$ cat config.mk
export PLATFORM = sky130hd
export DESIGN_NAME = businv_codec
export DESIGN_NICKNAME = d
export VERILOG_FILES = /design/src/rtl/businv_pkg.sv /design/src/rtl/bi_segment.sv /design/src/rtl/businv_codec.sv
export SDC_FILE = /design/constraint.sdc
export NUM_CORES = 1
export LEC_CHECK = 0
export ABC_AREA = 1
export ABC_CLOCK_PERIOD_IN_PS = 20000
export CORE_ASPECT_RATIO = 1.1
export CORE_UTILIZATION = 50
export DETAILED_ROUTE_END_ITERATION = 7
export PLACE_DENSITY_LB_ADDON = 0.12
export REMOVE_ABC_BUFFERS = 1
export SLEW_MARGIN = 40
export SYNTH_ARGS = -nofsm -noshare
export SYNTH_HDL_FRONTEND = slang
export SYNTH_HIERARCHICAL = 1
export SYNTH_SLANG_ARGS = --single-unit
$ cat constraint.sdc
create_clock -name ck -period 20 [get_ports ck]
set_input_delay 4 -clock ck [delete_from_list [all_inputs] [get_ports ck]]
set_output_delay 4 -clock ck [all_outputs]
set_load 0.02 [all_outputs]
$ cat src/rtl/businv_pkg.sv
// businv_pkg
// Shared definitions for the bus-invert / T0 low-power bus codec.
//   mode_e    : run-time encoding mode carried with every accepted word
//   popcount  : ones count of a vector of up to POP_MAX_W bits
//               (callers zero-extend their operand to POP_MAX_W)
package businv_pkg;

    typedef enum logic [1:0] {
        MODE_RAW  = 2'b00,
        MODE_BI   = 2'b01,
        MODE_T0   = 2'b10,
        MODE_T0BI = 2'b11
    } mode_e;

    // Widest vector popcount accepts, and the width of its result.
    // W+P+1 (all bus lines) must not exceed POP_MAX_W.
    localparam int POP_MAX_W = 256;
    localparam int POP_CNT_W = 9;

    function automatic logic [POP_CNT_W-1:0] popcount(input logic [POP_MAX_W-1:0] v);
        logic [POP_CNT_W-1:0] c;
        c = '0;
        for (int i = 0; i < POP_MAX_W; i++) begin
            c = c + POP_CNT_W'(v[i]);
        end
        return c;
    endfunction

endpackage

$ cat src/rtl/bi_segment.sv
// bi_segment
// Bus-invert decision for one S-bit segment of the bus. Purely combinational.
// It weighs the number of line toggles of sending the word as-is against
// sending it inverted, counting the segment's own invert line in both costs.
//   din_seg   in  S  segment of the source word
//   bus_seg   in  S  segment value currently on the bus
//   inv_prev  in  1  segment invert line currently on the bus
//   bus_next  out S  segment value to drive next
//   inv_next  out 1  invert line to drive next
module bi_segment
    import businv_pkg::*;
#(
    parameter int S = 8
) (
    input  logic [S-1:0] din_seg,
    input  logic [S-1:0] bus_seg,
    input  logic         inv_prev,
    output logic [S-1:0] bus_next,
    output logic         inv_next
);

    // Costs never exceed S+1, so CW bits are enough.
    localparam int CW = $clog2(S + 2);

    logic [CW-1:0] ham;
    logic [CW-1:0] cost_n;
    logic [CW-1:0] cost_i;
    logic          invert;

    always_comb begin
        ham    = CW'(popcount(POP_MAX_W'(din_seg ^ bus_seg)));
        // Sending plain toggles the data lines that differ and drops inv if set;
        // sending inverted toggles the rest and raises inv if clear.
        cost_n = ham + CW'(inv_prev);
        cost_i = CW'(S) - ham + CW'(!inv_prev);
        if (cost_i < cost_n) begin
            invert = 1'b1;
        end else if (cost_n < cost_i) begin
            invert = 1'b0;
        end else begin
            // Equal cost: leave the invert line where it is.
            invert = inv_prev;
        end
        bus_next = invert ? ~din_seg : din_seg;
        inv_next = invert;
    end

endmodule

$ cat src/rtl/businv_codec.sv
// businv_codec
// Low-power bus encoder plus registered decoder and transition counter.
// Encoder modes (sampled with each accepted word): raw, partitioned
// bus-invert, T0 (sequential words signalled on INC, bus frozen), and T0 with
// bus-invert for non-sequential words.
//   ck           in   1     clock, rising edge
//   rst          in   1     asynchronous active-low reset
//   mode         in   2     encoding mode for the word on din
//   din          in   W     source word
//   din_valid    in   1     accept din at this edge
//   cnt_clr      in   1     synchronous clear of trans_count (wins over count)
//   bus          out  W     encoded data lines (registered, latency 1)
//   inv          out  P     per-segment invert lines (registered)
//   inc          out  1     T0 increment line (registered)
//   dout         out  W     decoded word (latency 2)
//   dout_valid   out  1     dout strobe
//   trans_count  out  CNTW  saturating count of bus/inv/inc line toggles
module businv_codec
    import businv_pkg::*;
#(
    parameter int W      = 8,
    parameter int P      = 1,
    parameter int STRIDE = 1,
    parameter int CNTW   = 16
) (
    input  logic            ck,
    input  logic            rst,
    input  logic [1:0]      mode,
    input  logic [W-1:0]    din,
    input  logic            din_valid,
    input  logic            cnt_clr,
    output logic [W-1:0]    bus,
    output logic [P-1:0]    inv,
    output logic            inc,
    output logic [W-1:0]    dout,
    output logic            dout_valid,
    output logic [CNTW-1:0] trans_count
);

    localparam int S    = W / P;
    localparam int LW   = W + P + 1;
    localparam int SUMW = ((CNTW > POP_CNT_W) ? CNTW : POP_CNT_W) + 1;
    localparam logic [CNTW-1:0] CNT_MAX = {CNTW{1'b1}};

    // Encoder state
    logic [W-1:0]    bus_q, bus_d;
    logic [P-1:0]    inv_q, inv_d;
    logic            inc_q, inc_d;
    logic [W-1:0]    prev_din_q, prev_din_d;
    logic            first_q, first_d;
    // Side-band travelling with the encoded word to the decoder
    mode_e           dec_mode_q, dec_mode_d;
    logic            enc_valid_q, enc_valid_d;
    // Decoder state
    logic [W-1:0]    dout_q, dout_d;
    logic            dout_valid_q, dout_valid_d;
    // Activity counter
    logic [CNTW-1:0] cnt_q, cnt_d;

    // Bus-invert candidate for every segment, computed against the live bus
    logic [W-1:0]    bi_bus;
    logic [P-1:0]    bi_inv;
    // Invert lines stretched to cover their segment, for decoding
    logic [W-1:0]    inv_exp;

    logic            seq_hit;
    logic [LW-1:0]   lines_q, lines_d;
    logic [POP_CNT_W-1:0] toggles;
    logic [SUMW-1:0] cnt_sum;

    genvar gi;
    generate
        for (gi = 0; gi < P; gi++) begin : g_seg
            bi_segment #(
                .S(S)
            ) u_bi_segment (
                .din_seg  (din[gi*S +: S]),
                .bus_seg  (bus_q[gi*S +: S]),
                .inv_prev (inv_q[gi]),
                .bus_next (bi_bus[gi*S +: S]),
                .inv_next (bi_inv[gi])
            );
            assign inv_exp[gi*S +: S] = {S{inv_q[gi]}};
        end
    endgenerate

    // Encoder next state
    always_comb begin
        // Sequential only once a previous word exists; the add wraps mod 2^W.
        seq_hit     = !first_q && (din == prev_din_q + W'(STRIDE));
        bus_d       = bus_q;
        inv_d       = inv_q;
        inc_d       = inc_q;
        prev_din_d  = prev_din_q;
        first_d     = first_q;
        dec_mode_d  = dec_mode_q;
        enc_valid_d = din_valid;
        if (din_valid) begin
            prev_din_d = din;
            first_d    = 1'b0;
            dec_mode_d = mode_e'(mode);
            case (mode_e'(mode))
                MODE_RAW: begin
                    bus_d = din;
                    inv_d = '0;
                    inc_d = 1'b0;
                end
                MODE_BI: begin
                    bus_d = bi_bus;
                    inv_d = bi_inv;
                    inc_d = 1'b0;
                end
                MODE_T0: begin
                    if (seq_hit) begin
                        // bus and inv stay frozen; only INC signals the word
                        inc_d = 1'b1;
                    end else begin
                        bus_d = din;
                        inv_d = '0;
                        inc_d = 1'b0;
                    end
                end
                MODE_T0BI: begin
                    if (seq_hit) begin
                        inc_d = 1'b1;
                    end else begin
                        bus_d = bi_bus;
                        inv_d = bi_inv;
                        inc_d = 1'b0;
                    end
                end
            endcase
        end
    end

    // Decoder next state: works only from what is on the bus plus the mode
    // that travelled with the word, so it models a real far-end receiver.
    always_comb begin
        dout_d       = dout_q;
        dout_valid_d = enc_valid_q;
        if (enc_valid_q) begin
            if (inc_q && (dec_mode_q == MODE_T0 || dec_mode_q == MODE_T0BI)) begin
                dout_d = dout_q + W'(STRIDE);
            end else begin
                dout_d = bus_q ^ inv_exp;
            end
        end
    end

    // Transition counter: toggles across every driven line, old vs new
    always_comb begin
        lines_q = {bus_q, inv_q, inc_q};
        lines_d = {bus_d, inv_d, inc_d};
        toggles = popcount(POP_MAX_W'(lines_d ^ lines_q));
        cnt_sum = SUMW'(cnt_q) + SUMW'(toggles);
        cnt_d   = cnt_q;
        if (cnt_clr) begin
            cnt_d = '0;
        end else if (din_valid) begin
            if (cnt_sum > SUMW'(CNT_MAX)) begin
                cnt_d = CNT_MAX;
            end else begin
                cnt_d = cnt_sum[CNTW-1:0];
            end
        end
    end

    always_ff @(posedge ck or negedge rst) begin
        if (!rst) begin
            bus_q        <= '0;
            inv_q        <= '0;
            inc_q        <= 1'b0;
            prev_din_q   <= '0;
            first_q      <= 1'b1;
            dec_mode_q   <= MODE_RAW;
            enc_valid_q  <= 1'b0;
            dout_q       <= '0;
            dout_valid_q <= 1'b0;
            cnt_q        <= '0;
        end else begin
            bus_q        <= bus_d;
            inv_q        <= inv_d;
            inc_q        <= inc_d;
            prev_din_q   <= prev_din_d;
            first_q      <= first_d;
            dec_mode_q   <= dec_mode_d;
            enc_valid_q  <= enc_valid_d;
            dout_q       <= dout_d;
            dout_valid_q <= dout_valid_d;
            cnt_q        <= cnt_d;
        end
    end

    assign bus         = bus_q;
    assign inv         = inv_q;
    assign inc         = inc_q;
    assign dout        = dout_q;
    assign dout_valid  = dout_valid_q;
    assign trans_count = cnt_q;

endmodule

==> flow_summary.toml <==
[floorplanning]
start_util_pct = 51.34
die_h_microns = 96.54
row_count = 34
dieArea_sq_mm = 0.008490
top_level_ports = 49
die_w_microns = 87.95
core_outline_area_sq_mm = 0.007913

[drt]
met3RoutedLength_microns = 416
routed-wl-met2_microns = 5160
viasPerCell = 5.250
detail_route.wirelength.met1_microns = 4757
antenna_violating_nets_post_route = 0
vias = 3948
detail_route.iter0.violations = 276
wl_microns = 10680
highest-signal-layer = "met4"
drc = 0
drtPass1Iterations = 6
routedWlPerCell_microns = 14.20

[global_route]
first_global_vias = 3701
grt_overflow = 0
grt_start_max_net_pins = 47
global_route_wire_length_before_repair_microns = 17800
initial_antenna_violation_count = 0
grt_util_all_layers_pct = 27.47

[critical_path]
worstPathRequired_ps = 20180
slowest_delay_ps = 610
startpoint_type = "input pin"
path_max_fanout = 13
worstPathBufferInverterCount = 9
critPathTopFamily = "adder cells"
cpMaxStageDelayCell = "clkdlybuf4s50_1"
cp.depth = 44
cp_common_cell = "fa_1"
critical_path_arrival_ps = 12820
critical_path.startpoint = "din[0]"
worstReg2RegStart = "bus[0]$_DFF_PN0_"
rr_endpoint = "trans_count[15]$_DFFE_PN0P_"
element_type_at_the_critical_path_end = "register"
timing.reg2reg.setup_slack_ps = 11120
worst-r2r-cell-count = 43
cp-endpoint = "trans_count[15]$_DFFE_PN0P_"
worstSetupPathType = "input pin to register"

[yosys]
post_synth_instance_area_sq_mm = 0.004063
post_synth_num_cell_types = 37
syn_avg_cell_area_sq_um = 6.760
yosysTopAreaCell = "dfrtp_1"
netlist_instances = 601
yosys-top-cells-count = "nand2_1, inv_1, nand3_1"
synth_seq_cells = 46
yosys.cell_count.top_type = "nand2_1"
synth_sequential_area_ratio_pct = 28.36
async_reset_ff_share_pct = 100.0
synth.top_cell.area_share_pct = 27.72
synth_edf_count = 0
postSynth.topFlopCell = "dfrtp_1"
ys_warn_count = 6
post_synth_main_area_contributors = "dfrtp_1, nand2_1, inv_1, nand3_1, o21ai_0"

[sta]
worst_hold_slack_ps = 456.6
worst_pin_slew_ps = 809.2
timing_hold_violations_final = 0
final_min_period_over_clock_period_pct = 63.22
fmax_mhz = 79.08
finalSetupTns_ps = 0
fin_crit_ps = 12640
final_max_slew_viol_count = 0
worst_slack_ps = 7355
timing.max_slew.rel_slack_pct = 45.86
worst_clock_skew_ps = 8.863
rsz0062_at_grt = "false"
finalSetupViolCount = 0

[cells_and_area]
final_layout_size_suffix_gt1_share_pct = 5.435
syn_to_final_growth_pct = 16.48
finalNetCount = 686
antenna_cells_inserted = 0
final.fill_count = 772
fin_cells = 752
seqCellArea_sq_mm = 0.001152
multiInputGateArea_sq_mm = 0.002470

[placed_design]
post-place-ws_ps = 7073
place.gp.congestion = 0.9462
placedCellCount = 745
dp_hpwl_microns = 8060
port-buffer-count = 48

[clocking]
cts_root_buffer = "clkbuf_8"
cts_made_buffers = 5
clock_sink_count = 46
post-cts-setup-buffer-count = 0
post_cts_hold_buffer_count = 0
ctsHtreeMaxLevel = 2
insertion_delay_ps = 310
cts.repair.resized = 0
cts_tree = "yes"
cts.reportedPaths.clkPinSlew_ps = 90
cts-root-to-sink-buffers = 2

[worst_hold_path]
hold_path.class = "register to register"

[flow_run]
timing.max_cap.violations = 0

[run_status]
outcome = "complete, no violations"
## area by class of cell
type / instances / area share, %
clock buffers: 6 / 1.745
clock inverters: 1 / 0.6346
flip-flops and latches: 46 / 24.35
well taps: 108 / 2.856
repair buffers: 50 / 10.36
inverters: 99 / 7.853
multi-input cells: 442 / 52.19
## worst min path at each step
stage / slack [ps] / cells after the start / endpoint / start
final: 460 / 2 / first_q$_DFFE_PN1P_ / first_q$_DFFE_PN1P_
after global routing: 510 / 2 / first_q$_DFFE_PN1P_ / first_q$_DFFE_PN1P_
after CTS: 460 / 2 / first_q$_DFFE_PN1P_ / first_q$_DFFE_PN1P_
after detailed placement: 440 / 2 / first_q$_DFFE_PN1P_ / first_q$_DFFE_PN1P_
after global placement: 440 / 2 / first_q$_DFFE_PN1P_ / first_q$_DFFE_PN1P_
after floorplan: 430 / 2 / first_q$_DFFE_PN1P_ / first_q$_DFFE_PN1P_
## stage by stage
step,instance area (sq um),utilization (%)
6_report,4732,59.80
5_1_grt,4732,59.80
4_1_cts,4732,59.80
3_5_place_dp,4619,58.38
3_3_place_gp,4617,58.35
2_1_floorplan,3991,-
## logic make-up after synthesis
group	synth area share (%)
and+or+nand+nor	33.26
xor gates and xnor gates	5.821
adders and majority gates	10.66
buffers and inverters	10.90
AOI/OAI and AO/OA	11.00
DFF	28.36
## metal layers
metal	track usage, %	vias up
li1	-	1985
met1	34.73	1843
met2	47.22	98
met3	3.483	22
met4	11.61	0
met5	0	-
## worst min-delay path, cell delays in order (launching register included)
cell and delay, ps:
dfstp_2 370, inv_1 60, nor2_1 40
## placed cells by master (no fill, tap or decap), drive strengths merged, types with 4 or more instances in the layout
master and instances:
xnor2 8, nand3 62, nand4 7, fa 11
inv 99, nor3 4, nand2 191, o21ai 57
dfrtp 45, nor2 36, a21oi 20, xor2 19
clkbuf 6, clkdlybuf4s50 47, ha 17
## registers in the layout (all words and copies together) (netlist names)
register and flops:
trans_count 16, bus 8, dout 8, prev_din_q 8, dec_mode_q 1, dout_valid 1
dout_valid_d 1, first_q 1, inc 1, inv 1
Power is left out: the tool's default activity adds up to more than one toggle a clock period on the data nets, which glitch-free logic cannot reach.
